$ cat src/rtl/ifetch.sv
// ifetch: instruction fetch unit. Issues in-order reads to instruction memory,
// buffers returned words with their addresses for decode, and throws away
// responses that belong to fetches made before a branch/jump redirect.
module ifetch #(
    parameter int unsigned N     = 32,
    parameter int unsigned W     = 32,
    parameter int unsigned DEPTH = 4
) (
    input  logic         clock,
    input  logic         reset,
    input  logic [N-1:0] pc,
    output logic         pc_en,
    input  logic         redirect,
    output logic         imem_req_valid,
    input  logic         imem_req_ready,
    output logic [N-1:0] imem_req_addr,
    input  logic         imem_rsp_valid,
    input  logic [W-1:0] imem_rsp_data,
    output logic         inst_valid,
    input  logic         inst_ready,
    output logic [W-1:0] inst_data,
    output logic [N-1:0] inst_pc
);

    localparam int unsigned PW = $clog2(DEPTH);
    localparam int unsigned CW = PW + 1;

    typedef enum logic {
        RUN   = 1'b0,
        DRAIN = 1'b1
    } state_t;

    state_t        state;
    logic [CW-1:0] outst;
    logic [CW-1:0] count;
    logic [CW-1:0] discard;

    // Addresses of requests in flight, oldest at aq_rd.
    logic [N-1:0]  aq_addr [DEPTH];
    logic [PW-1:0] aq_rd;
    logic [PW-1:0] aq_wr;

    // Fetched {addr, data} waiting for decode, head at rd_ptr.
    logic [N-1:0]  fb_addr [DEPTH];
    logic [W-1:0]  fb_data [DEPTH];
    logic [PW-1:0] rd_ptr;
    logic [PW-1:0] wr_ptr;

    logic          credit_ok;
    logic          fire;
    logic          rsp_ok;
    logic          push;
    logic          pop;
    logic [CW-1:0] survivors;

    // Handshake decode: request credit, response acceptance, decode pop.
    always_comb begin
        credit_ok      = ({1'b0, outst} + {1'b0, count}) < (CW+1)'(DEPTH);
        imem_req_valid = !reset && (state == RUN) && !redirect && credit_ok;
        fire           = imem_req_valid && imem_req_ready;
        pc_en          = fire;
        imem_req_addr  = pc;
        // A response with nothing outstanding is a protocol violation and is ignored.
        rsp_ok         = imem_rsp_valid &&
                         ((state == RUN) ? (outst != '0) : (discard != '0));
        push           = (state == RUN) && !redirect && rsp_ok;
        inst_valid     = (count != '0) && !redirect;
        pop            = inst_valid && inst_ready;
        inst_data      = fb_data[rd_ptr];
        inst_pc        = fb_addr[rd_ptr];
        // Stale fetches still owed by memory after a redirect this cycle.
        survivors      = outst - CW'(rsp_ok);
    end

    // Fetch FSM with request tracking and instruction buffer.
    always_ff @(posedge clock or posedge reset) begin
        if (reset) begin
            state   <= RUN;
            outst   <= '0;
            count   <= '0;
            discard <= '0;
            aq_rd   <= '0;
            aq_wr   <= '0;
            rd_ptr  <= '0;
            wr_ptr  <= '0;
            for (int unsigned i = 0; i < DEPTH; i++) begin
                aq_addr[i] <= '0;
                fb_addr[i] <= '0;
                fb_data[i] <= '0;
            end
        end else begin
            case (state)
                RUN: begin
                    if (redirect) begin
                        outst  <= '0;
                        count  <= '0;
                        aq_rd  <= '0;
                        aq_wr  <= '0;
                        rd_ptr <= '0;
                        wr_ptr <= '0;
                        if (survivors != '0) begin
                            discard <= survivors;
                            state   <= DRAIN;
                        end
                    end else begin
                        if (fire) begin
                            aq_addr[aq_wr] <= pc;
                            aq_wr          <= aq_wr + PW'(1);
                        end
                        if (push) begin
                            fb_addr[wr_ptr] <= aq_addr[aq_rd];
                            fb_data[wr_ptr] <= imem_rsp_data;
                            wr_ptr          <= wr_ptr + PW'(1);
                            aq_rd           <= aq_rd + PW'(1);
                        end
                        if (pop) begin
                            rd_ptr <= rd_ptr + PW'(1);
                        end
                        outst <= outst + CW'(fire) - CW'(push);
                        count <= count + CW'(push) - CW'(pop);
                    end
                end
                DRAIN: begin
                    // Buffer is already empty; a further redirect adds nothing to drain.
                    if (rsp_ok) begin
                        discard <= discard - CW'(1);
                        if (discard == CW'(1)) begin
                            state <= RUN;
                        end
                    end
                end
                default: state <= RUN;
            endcase
        end
    end

endmodule

$ cat config.mk
export PLATFORM = sky130hd
export DESIGN_NAME = ifetch
export DESIGN_NICKNAME = d
export VERILOG_FILES = /design/src/rtl/ifetch.sv
export SDC_FILE = /design/constraint.sdc
export NUM_CORES = 1
export LEC_CHECK = 0
export ABC_AREA = 1
export CORE_MARGIN = 4
export CORE_UTILIZATION = 60
export CTS_CLUSTER_DIAMETER = 120
export DETAILED_ROUTE_END_ITERATION = 12
export PLACE_DENSITY = 0.78
export SKIP_LAST_GASP = 1
export SYNTH_ARGS = -nofsm -noshare
export SYNTH_HDL_FRONTEND = slang
export SYNTH_SLANG_ARGS = --single-unit
$ cat constraint.sdc
create_clock -name clock -period 33.1 [get_ports clock]
set_input_delay 9.93 -clock clock [delete_from_list [all_inputs] [get_ports clock]]
set_output_delay 9.93 -clock clock [all_outputs]
set_load 0.03 [all_outputs]
==> results of run 1 <==
## power by group through the flow
stage	Sequential [W]	Clock [W]	Combinational, W
after floorplan	0.000685	0	0.000669
after global placement	0.000715	0	0.000952
after detailed placement	0.000720	0	0.000969
after CTS	0.000715	0.000498	0.000977
after global routing	0.000733	0.000516	0.00107
final	0.000717	0.000494	0.000982
## metal layers
layer / vias up / wire length (um)
li1: 8289 / -
met1: 8611 / 22700
met2: 895 / 25000
met3: 108 / 4920
met4: 0 / 1360
met5: - / 0
## synth_stat cells
master / count
mux2i_1: 1
dfrtp_1: 402
nand2_1: 941
buf_6: 22
ha_1: 18
nand3b_1: 1
nor2_2: 3
nor2_1: 202
nand3_1: 274
inv_2: 2
o21ai_0: 138
clkbuf_1: 121
a21oi_1: 1
inv_1: 91
nand4_1: 129
o22ai_1: 66
xor2_1: 3
fa_1: 2
buf_2: 50
xnor2_1: 1
buf_4: 33
a21oi_4: 1
nand2_2: 4
o211ai_1: 32
buf_1: 8
## kinds of logic (layout without fill, tap and decap cells)
group | count (synthesis) | in the layout
simple gates | 1554 | 1554
flops | 402 | 402
fa+ha+maj | 20 | 20
compound gates | 238 | 238
buf+inv | 327 | 354
mux | 1 | 1
xor+xnor | 4 | 4
## flip-flops by register name, summed over array words and instances, names as in the netlist
register / count
fb_data: 128
outst: 3
count: 3
fb_addr: 128
aq_rd: 2
discard: 3
aq_addr: 128
aq_wr: 2
rd_ptr: 2
wr_ptr: 2
state: 1
## metrics by stage
stage / util [%] / instances / instance area [um2]
after floorplan: - / 2546 / 19800
final: 69.2 / 3015 / 22500
after global routing: 69.2 / 3015 / 22500
after global placement: 64.8 / 2943 / 21100
after CTS: 69.2 / 3015 / 22500
after detailed placement: 64.8 / 2943 / 21100
## worst max-delay path, stage by stage
cell and delay [ns]:
clkdlybuf4s50_1 0.50, nor2_2 0.25, nand2_1 0.14, nor2_4 0.39, nand2_1 0.17, inv_1 0.17, clkdlybuf4s50_1 0.69
## placed cells by master, fill, tap and decap left out, types with 3 or more instances in the layout
cell type	count
nand3_1	271
buf_4	21
o21ai_0	138
bufinv_16	5
nand2_1	941
nand2_4	4
clkinv_2	5
o22ai_1	66
clkbuf_1	8
nand4_1	129
ha_2	4
clkdlybuf4s50_1	167
ha_1	14
nand3_2	3
nor2_1	202
inv_1	89
o211ai_1	32
xor2_1	3
dfrtp_1	399
clkbuf_16	43
clkbuf_8	11
## how the worst max path moves through the flow
stage	startpoint	endpoint	slack (ns)	depth (start not counted)
global route	redirect	pc_en	10.78	7
finish	redirect	pc_en	10.92	7
floorplan	reset	aq_addr[0]	11.99	1
detailed placement	redirect	pc_en	10.92	7
global placement	redirect	pc_en	10.98	7
CTS	redirect	pc_en	10.92	7
## layout make-up
| type | instances | share of cell area (%) |
|---|---|---|
| Sequential cell | 402 | 44.7 |
| Multi-Input combinational cell | 1817 | 36.6 |
| Timing Repair Buffer | 189 | 8.21 |
| Inverter | 93 | 1.59 |
| Tap cell | 442 | 2.46 |
| Clock buffer | 62 | 5.58 |
| Clock inverter | 10 | 0.795 |
==> results.cfg, run 1 <==
[setup_path]
r2r_cells = 10
worst_setup_path_end_kind = output port
path_max_fanout = 10
r2r_setup_slack_ns = 29.67
timing.rr.end = fb_addr[104]
crit_type = primary input to output port
reg2reg_from = discard[0]
crit_path_start_kind = primary input
cp.arrival_ns = 12.25
required_ns = 23.17

[flow_run]
drv_cap = 0

[min_path]
hold_path_class = flip-flop to flip-flop
hold_end = fb_data[75]
hold_depth = 2
hold_start = fb_data[75]

[cts]
cts_root_buf = clkbuf_16
postCtsHoldBufs = 0
clock_latency_ns = 0.54
clkSlewWorstSetupHoldPaths_ns = 0.06
cts_sinks = 402
cts_max_level = 2
cts_resized = 0
postCtsSetupBuffers = 0
cts_tree = done
clockBufferDepth = 3
cts_inserted_buffers = 43

[global_routing]
use_met3_pct = 4.68
grt-ovfl-total = 0
antenna_found_initial = 0
grt_pass1_wl_um = 87500
grt_start_max_net_pins = 263
grt_busiest_layer = met2
grt_pass1_vias = 17000
use_met1_pct = 42.5
met2_usage_pct = 46.6
grt_use_total_pct = 29.5

[power]
p_int_w = 0.00125
p_sw_w = 0.000947
ir_drop_v = 0.0000601
power.density_mw_per_mm2 = 97.4
p_leak_nw = 11.5
pwr-share-seq_pct = 32.7
p_clk_share_pct = 22.5
power_w = 0.00219
switching_share_pct = 43.2
combPwrFrac_pct = 44.8

[yosys]
yosys_warnings = 0
synth_top_area_share_pct = 50.7
synthMuxAreaShare_pct = 0.0505
ys_types = 25
synthSimpleGateAreaFrac_pct = 32.9
synth_cells = 2546
synth_compound_area_share_pct = 6.88
syn_area_mm2 = 0.0198
ys_seq_elements = 402
synth_xor_area_share_pct = 0.177
synth-seq-area-share_pct = 50.7
synth_area_leaders = dfrtp_1 (51%), nand2_1 (18%), nand3_1 (6.9%)
synth_fa_ha_area_share_pct = 1.34
synth_nets = 2636
synth_area_leader_cell = dfrtp_1
syn_area_per_cell_um2 = 7.79
synth_top_family_by_area = simple AND/OR/NAND/NOR gates

[cells_and_area]
syn2layout_area_growth_pct = 13.5
drive_gt1_share_pct = 4.20
final_nets = 2636
multi_input_area_mm2 = 0.00825
antennaDiodeCount = 0
seqCellArea_mm2 = 0.0101
fill_cells = 2651

[sta]
fin_worst_skew_ns = 0.0199
fin_crit_sh_pct = 67.0
tightestPinTransition_ns = 1.20
max_freq_mhz = 45.1
fin_ws_ns = 10.92
fin_tns_setup_ns = 0
relSlewSlack_pct = 20.2
period_minus_slack_ns = 22.18
finalHoldViolCount = 0
finalSetupViolations = 0
rsz0062_at_grt = no
maxSlewViolCount = 0
whs_ns = 0.465

[detailed_routing]
wl_um = 53900
num_vias = 17900
vias_per_cell = 5.94
drt-initial-drc-count = 1901
drc = 0
wl_per_cell_um = 17.9
ant_nets = 0
dr.pass1.iters = 5

[floorplan]
start_util_pct = 61.0
ios = 169
core-area_mm2 = 0.0325
fp.dieW_um = 190
die_area_mm2 = 0.0360
num_rows = 66
fp.dieH_um = 190

[place]
port_buffers = 168
preCtsSetupSlack_ns = 10.92
dp_hpwl_um = 29400
routabilityCongestion = 0.832

[run_status]
run_status = finished clean
(Power assumes the default switching activity.)
==> run 2: changes to the inputs <==
Settings changed: CORE_UTILIZATION 60 to 59, PLACE_DENSITY 0.78 to 0.77.
Clock period 33.1 ns to 23.2 ns, I/O delays scaled along.
==> results.cfg, run 2 (same netlist as run 1, synthesis figures left out) <==
[sta]
finalSetupViolations = 0
tightestPinTransition_ns = 1.17
relSlewSlack_pct = 21.8
rsz0062_at_grt = no
max_freq_mhz = 61.9
whs_ns = 0.464
maxSlewViolCount = 0
finalHoldViolCount = 0
period_minus_slack_ns = 16.14
fin_crit_sh_pct = 69.6
fin_tns_setup_ns = 0
fin_worst_skew_ns = 0.0148

[detailed_routing]
wl_per_cell_um = 17.9
drc = 0
drt-initial-drc-count = 1811
dr.pass1.iters = 6
ant_nets = 0
vias_per_cell = 5.91
num_vias = 17800
wl_um = 54000

[cts]
cts_resized = 0
cts_sinks = 402
postCtsSetupBuffers = 0
clkSlewWorstSetupHoldPaths_ns = 0.06
cts_inserted_buffers = 43
clock_latency_ns = 0.54
clockBufferDepth = 3
postCtsHoldBufs = 0
cts_root_buf = clkbuf_16
cts_tree = done
cts_max_level = 2

[floorplan]
core-area_mm2 = 0.0329
fp.dieH_um = 191
ios = 169
fp.dieW_um = 191
die_area_mm2 = 0.0366
num_rows = 66
start_util_pct = 60.3

[power]
power.density_mw_per_mm2 = 137
p_leak_nw = 11.5
ir_drop_v = 0.0000914

[setup_path]
cp_cell_sequence = clkdlybuf4s50_1 > nor2_2 > nand2_1 > nor2_4 > nand2_1 > inv_1 > clkdlybuf4s50_1
path_buf_inv = 3
r2r_setup_slack_ns = 19.73
r2r_cells = 10
worst_setup_path_end_kind = output port
critPathTopFamily = buffers and inverters
cp_slowest_cell = clkdlybuf4s50_1
cp.arrival_ns = 9.18
timing.rr.end = fb_addr[96]
reg2reg_from = discard[0]
path_max_fanout = 10
critical_path.max_stage_delay_ns = 0.70
crit_type = primary input to output port
crit_path_start_kind = primary input
required_ns = 16.24

[min_path]
hold_path_class = flip-flop to flip-flop
hold_start = fb_data[64]
hold_depth = 2
hold_end = fb_data[64]

[cells_and_area]
syn2layout_area_growth_pct = 12.8
drive_gt1_share_pct = 3.89
largestRegisters = aq_addr x128, fb_addr x128, fb_data x128
antennaDiodeCount = 0
layout_commonest_cell = nand2_1
fill_cells = 2733
final_nets = 2636
multi_input_area_mm2 = 0.00825
seqCellArea_mm2 = 0.0101
final_cell_mix = nand2_1 (941), dfrtp_1 (399), nand3_1 (271), nor2_1 (202), clkdlybuf4s50_1 (167)

[flow_run]
drv_cap = 0

[global_routing]
grt_use_total_pct = 29.4
grt-ovfl-total = 0
grt_start_max_net_pins = 263
antenna_found_initial = 0
grt_pass1_vias = 17100
grt_pass1_wl_um = 88400

[run_status]
run_status = finished clean

[place]
routabilityCongestion = 0.811
port_buffers = 168
dp_hpwl_um = 30000
-- run 2: metal layers --
layer / share of wire (%) / vias to the layer above / global-route usage (%)
li1: - / 8285 / -
met1: 43 / 8563 / 42.7
met2: 46 / 884 / 45.9
met3: 8.6 / 93 / 4.82
met4: 2.6 / 0 / 9.39
met5: 0 / - / 0
-- run 2: per-stage QoR --
step           setup slack [ns]  cell area, um2  power, W  util (%)  std cells
6_report                   7.06           22400   0.00306      68.1       3014
5_1_grt                    6.93           22400   0.00325      68.1       3014
4_1_cts                    7.02           22400   0.00306      68.1       3014
3_5_place_dp               7.03           21100   0.00241      64.1       2943
3_3_place_gp               7.07           21100   0.00238      64.1       2943
2_1_floorplan              5.06           19800   0.00193         -       2546
-- run 2: final cells by class --
type                            count  area share [%]
Timing Repair Buffer              189            8.26
Clock inverter                      4           0.106
Clock buffer                       67            5.71
Multi-Input combinational cell   1817            36.9
Inverter                           93            1.60
Tap cell                          442            2.47
Sequential cell                   402            45.0
-- run 2: how the worst max path moves through the flow --
stage,cells past startpoint,slack (ns),to,start
after floorplan,1,5.06,aq_addr[0],reset
after global placement,7,7.07,pc_en,redirect
after detailed placement,7,7.03,pc_en,redirect
after CTS,7,7.02,pc_en,redirect
after global routing,7,6.93,pc_en,redirect
final,7,7.06,pc_en,redirect
-- run 2: where the power goes --
group / internal, W / total, W / leakage, nW / switching, W
registers: 0.000890 / 0.00103 / 5.44 / 0.000140
clock network: 0.000376 / 0.000644 / 0.638 / 0.000269
logic: 0.000457 / 0.00139 / 5.38 / 0.000934
-- run 2: worst register-to-register path, stage by stage, from the launching register on --
cell and delay, ns:
dfrtp_1 0.36, inv_1 0.07, ha_1 0.20, ha_1 0.21
a21oi_4 0.18, nand2_1 0.16, nor2_4 0.15, buf_12 0.77
nand2_4 0.83, nand2_1 0.34, nand2_1 0.08
